==> src/rtl/hacc_pkg.sv <==
// Shared helpers for the bit-stream accumulator array: accumulator width rule and the
// offset-encoded zero point consumed by the activation array.
package hacc_pkg;

   // Minimum accumulator width that holds ADIM * 2**OWID without overflow.
   function automatic int unsigned acc_width(input int unsigned adim, input int unsigned owid);
      return $clog2(adim * (2 ** owid) + 1);
   endfunction

   // Window total that encodes bipolar zero.
   function automatic int unsigned pzer(input int unsigned adim, input int unsigned owid);
      return adim * (2 ** owid) / 2;
   endfunction

endpackage

==> src/rtl/hpopcnt.sv <==
// Combinational popcount built as a balanced adder tree over a power-of-two padded input.
module hpopcnt #(
   parameter int unsigned ADIM = 32
) (
   input  logic [ADIM-1:0]          bits_i,
   output logic [$clog2(ADIM+1)-1:0] cnt_o
);

   localparam int unsigned W   = $clog2(ADIM + 1);
   localparam int unsigned LOG = $clog2(ADIM);
   localparam int unsigned N   = 1 << LOG;

   // Level 0 holds the padded leaves; level LOG holds the single root.
   for (genvar l = 0; l <= LOG; l++) begin : g_lvl
      logic [W-1:0] s [N >> l];
      for (genvar i = 0; i < (N >> l); i++) begin : g_node
         if (l == 0) begin : g_leaf
            if (i < ADIM) begin : g_bit
               assign s[i] = W'(bits_i[i]);
            end else begin : g_pad
               assign s[i] = '0;
            end
         end else begin : g_add
            assign s[i] = g_lvl[l-1].s[2*i] + g_lvl[l-1].s[2*i+1];
         end
      end
   end

   assign cnt_o = g_lvl[LOG].s[0];

endmodule

==> src/rtl/hacc_array.sv <==
// Bit-stream accumulator array: per-channel popcount stage feeding a window accumulator
// that publishes totals with a one-cycle valid pulse every 2**OWID valid beats.
module hacc_array
   import hacc_pkg::*;
#(
   parameter int unsigned ODIM = 4,
   parameter int unsigned ADIM = 32,
   parameter int unsigned OWID = 8,
   parameter int unsigned IWID = 16
) (
   input  logic            clk,
   input  logic            rst,
   input  logic            iValid,
   input  logic [ADIM-1:0] iBit [ODIM],
   input  logic            iClear,
   output logic [IWID-1:0] oData [ODIM],
   output logic            oValid,
   output logic            oBusy
);

   localparam int unsigned PW = $clog2(ADIM + 1);

   if (IWID < acc_width(ADIM, OWID)) begin : g_width_chk
      $error("hacc_array: IWID too narrow for ADIM * 2**OWID");
   end

   logic [PW-1:0]   pc_raw [ODIM];

   logic [OWID-1:0] cnt_q, cnt_d;
   logic            pv_q, pv_d;
   logic            plast_q, plast_d;
   logic [PW-1:0]   pc_q [ODIM];
   logic [PW-1:0]   pc_d [ODIM];
   logic [IWID-1:0] acc_q [ODIM];
   logic [IWID-1:0] acc_d [ODIM];
   logic [IWID-1:0] odata_q [ODIM];
   logic [IWID-1:0] odata_d [ODIM];
   logic            ovalid_q, ovalid_d;

   for (genvar c = 0; c < ODIM; c++) begin : g_pc
      hpopcnt #(
         .ADIM (ADIM)
      ) u_hpopcnt (
         .bits_i (iBit[c]),
         .cnt_o  (pc_raw[c])
      );
   end

   always_comb begin
      cnt_d    = cnt_q;
      pv_d     = 1'b0;
      plast_d  = plast_q;
      pc_d     = pc_q;
      acc_d    = acc_q;
      odata_d  = odata_q;
      ovalid_d = 1'b0;

      if (iValid) begin
         pc_d    = pc_raw;
         pv_d    = 1'b1;
         plast_d = (cnt_q == '1);
         cnt_d   = cnt_q + 1'b1;
      end

      if (pv_q) begin
         for (int c = 0; c < ODIM; c++) begin
            if (plast_q) begin
               odata_d[c] = acc_q[c] + IWID'(pc_q[c]);
               acc_d[c]   = '0;
            end else begin
               acc_d[c]   = acc_q[c] + IWID'(pc_q[c]);
            end
         end
         ovalid_d = plast_q;
      end

      // Abort drops both the incoming beat and any window closing in stage 2.
      if (iClear) begin
         cnt_d    = '0;
         pv_d     = 1'b0;
         ovalid_d = 1'b0;
         odata_d  = odata_q;
         for (int c = 0; c < ODIM; c++) begin
            acc_d[c] = '0;
         end
      end
   end

   always_ff @(posedge clk) begin
      if (rst) begin
         cnt_q    <= '0;
         pv_q     <= 1'b0;
         plast_q  <= 1'b0;
         ovalid_q <= 1'b0;
         for (int c = 0; c < ODIM; c++) begin
            pc_q[c]    <= '0;
            acc_q[c]   <= '0;
            odata_q[c] <= '0;
         end
      end else begin
         cnt_q    <= cnt_d;
         pv_q     <= pv_d;
         plast_q  <= plast_d;
         ovalid_q <= ovalid_d;
         pc_q     <= pc_d;
         acc_q    <= acc_d;
         odata_q  <= odata_d;
      end
   end

   assign oData  = odata_q;
   assign oValid = ovalid_q;
   assign oBusy  = (cnt_q != '0) || pv_q;

endmodule

==> config.mk <==
export PLATFORM = sky130hd
export DESIGN_NAME = hacc_array
export DESIGN_NICKNAME = d
export VERILOG_FILES = /design/src/rtl/hacc_pkg.sv /design/src/rtl/hpopcnt.sv /design/src/rtl/hacc_array.sv
export SDC_FILE = /design/constraint.sdc
export NUM_CORES = 1
export LEC_CHECK = 0
export BUFFER_PORTS_ARGS = -buffer_cell sky130_fd_sc_hd__buf_2
export CORE_AREA = 3 3 161 163
export CTS_BUF_LIST = sky130_fd_sc_hd__clkbuf_4 sky130_fd_sc_hd__clkbuf_8
export DETAILED_ROUTE_END_ITERATION = 8
export DIE_AREA = 0 0 164 166
export PLACE_DENSITY_LB_ADDON = 0.12
export SETUP_SLACK_MARGIN = 0.4
export SYNTH_ARGS = -nofsm -noshare
export SYNTH_HDL_FRONTEND = slang
export SYNTH_SLANG_ARGS = --single-unit
export TNS_END_PERCENT = 50
==> constraint.sdc <==
create_clock -name clk -period 5 [get_ports clk]
set_input_delay 1.25 -clock clk [delete_from_list [all_inputs] [get_ports clk]]
set_output_delay 1.25 -clock clk [all_outputs]
set_load 0.02 [all_outputs]
==> metrics <==
status finished, final reports clean; final-layout fill cell count 2184; Data arrival, critical path 5.13 ns; Clock Pin Slew Worst Setup and Hold Paths 0.08 ns; #FFs+latches synth 163; register area share after synthesis 26.7%; FF+latch area 3260 um^2; antenna violations before repair 0; async set or reset register ratio after synthesis 0%; CTS Buf Count 17; r2r setup slk 2.32 ns; Post-Syn Nets 1716; worst hold stages 2; R2R Path End acc_q[31]; Reg2Reg Depth 6; RSZ-0062 raised after global routing yes; worst-margin pin slew 1.12 ns; mapped cell area 12200 um^2; area delta synth->final 20.9%; synth cell count leaders inv_1, dfxtp_1, ha_1, fa_1, nor2_1; Area contributors post-synth dfxtp_1, fa_1, ha_1; Worst Path Required 5.37 ns; clock buffer depth 2; Hold Fails Final Rpt 0; Routed WL 27.3 mm; placer congestion estimate 0.833; mean post-synth cell area 9.04 um^2; GRT Total Usage 20.2%; crit-path cells buf_2, ha_4, inv_1, fa_1, fa_1, inv_2, fa_1, fa_1, inv_1, fa_1, inv_2, ha_4, fa_2, buf_6, xnor2_2, a211oi_2; ys flop type dfxtp_1; Min-Delay Endpoint oData[54]; clock sink total 163; # IOs 198; ant diodes 0; CP Buf/Inv Count 6; startpoint types primary input; PwrDens 436 nW/um^2; Starting Density 50.0%; Port Buffer Count 197; vias in the first global route 9565; DRT Pass-1 Iters 5; vias per std cell 5.20; fmax 0.210 GHz; Synth cell types 65; root buf cell clkbuf_8; H-Tree Depth 4; critical path fanouts, max 2; Pwr Total 6.45 mW; crit-path leading delay family adder cells; Synth top area share 26.7%; clock period minus worst slack 4.76 ns; Detailed Place HPWL 20.8 mm; Worst Clk Skew 0.0125 ns; worst skew pair latency 0.46 ns; drt drc 0; critical path's slowest cell fa_1; HP Class reg2reg; largest net degree at the start of global routing 74; global route overflow 0; area leader, netlist dfxtp_1; via count 9701; LEAKAGE 6.53 nW; period utilisation layout 95.2%; die boundary width 164 um; placed cells 1832; share of post-route cells with drive strength above 1 27.5%; DR WL/cell 14.7 um; cell mode on critical path fa_1; slew margin rel. 25.2%; Setup crit end kind flip-flop; FF-to-FF Start plast_q; most frequent cell after synthesis inv_1; CP peak stage delay 0.54 ns; DR iter-0 viols 351; crit path kind in2reg; Peak VDD IR 0.320 mV; Gate Count Post-Synth 1354; EDFF count, synth 0; final antenna-violating net count 0; first-pass GRT wire length 45.5 mm; num rows 57; Hold Crit Start oData[54]; core footprint 24500 um^2; setup violators final 0; MaxCap Viol Count 0; Post-Layout Cell Count 1864; Die ar. 27200 um^2; CTS tree done; Final #Nets 1891; fin util 60.5%; Die Y 166 um; Slew Limit Fails 0; area of the multi-input gates 8550 um^2; YS warnings 0
cell families (layout without fill, tap and decap cells):
family,Yosys count,in the layout,share of synthesized area (%)
AOI/OAI and AO/OA,237,237,12.8
muxes,21,21,1.72
and+or+nand+nor,344,344,14.6
xor gates and xnor gates,72,72,5.15
adders and majority gates,230,230,30.1
buffers and inverters,287,473,8.95
DFF,163,163,26.7
worst max-delay path by stage:
| stage | end | cells past startpoint | startpoint |
|---|---|---|---|
| 2_1_floorplan | pc_q[23] | 16 | iBit[107] |
| 3_3_place_gp | pc_q[5] | 16 | iBit[10] |
| 3_5_place_dp | pc_q[3] | 16 | iBit[10] |
| 4_1_cts | pc_q[5] | 16 | iBit[8] |
| 5_1_grt | pc_q[23] | 17 | iBit[106] |
| 6_report | pc_q[3] | 16 | iBit[2] |
repair_timing:
action                                  4_1_cts  5_1_grt
endpoints found under the setup margin       13       16
resized for setup                            34       87
pin swaps                                    30       44
hold endpoints to repair                      0        0
setup buffers                                 1        1
hold buffers                                  0        0
layer usage:
| metal | global-route usage [%] | vias to the layer above | wire [um] |
|---|---|---|---|
| met1 | 27.5 | 4611 | 12700 |
| met4 | 4.34 | 0 | 314 |
| li1 | - | 4859 | - |
| met3 | 3.42 | 26 | 1190 |
| met5 | 0 | - | 0 |
| met2 | 33.8 | 205 | 13100 |
placed cells by master (no fill, tap or decap), types with 20 or more instances in the layout:
cell type and n:
fa_2 42, nand3_1 24, xnor2_1 47, buf_2 167, a21oi_1 74, nand2_1 70
a211oi_1 45, ha_1 78, nand4_1 21, mux2i_1 21, inv_2 69, ha_4 40
xor2_1 23, nor2b_1 21, buf_6 29, clkbuf_8 20, inv_1 158, fa_1 66
o21ai_0 21, dfxtp_1 162, nor2_1 104
sequential cells by signal, summed over array words and instances (netlist names):
name and count:
pc_q 24, pv_q 1, oData 64, oValid 1, plast_q 1, acc_q 64
cnt_q 8
cell type report:
class / count / share of cell area, %
tap: 324 / 2.74
clock inverter: 8 / 0.702
inverter: 227 / 5.76
timing repair buffer: 216 / 9.01
clock buffer: 22 / 1.96
sequential: 163 / 22.1
multi-input combinational: 904 / 57.8
through the flow:
step                setup slack [ns]  area (um^2)  TNS (ns)  hold slack (ns)
floorplan                    -0.0205        12600   -0.0300            0.429
global placement              -0.248        13900     -2.10            0.437
detailed placement            -0.313        13900     -2.80            0.445
CTS                            0.248        14400         0            0.457
global route                   0.122        14800         0            0.476
finish                         0.241        14800         0            0.453
worst reg2reg max path, cell delays in order, from the launching register on:
cell and delay [ns]:
dfxtp_1 0.79, inv_1 0.63, nand2_1 0.56, nor2_1 0.08
buf_4 0.21, a31oi_1 0.18, o41ai_1 0.08
where the power goes:
group / leakage, nW / internal [mW] / total (mW) / switching (mW)
registers: 1.32 / 1.37 / 1.42 / 0.0539
clock network: 0.190 / 0.489 / 0.963 / 0.475
logic: 5.03 / 2.09 / 4.07 / 1.98
total: 6.53 / 3.95 / 6.45 / 2.51
No activity file was read; power rests on OpenSTA's default activity.
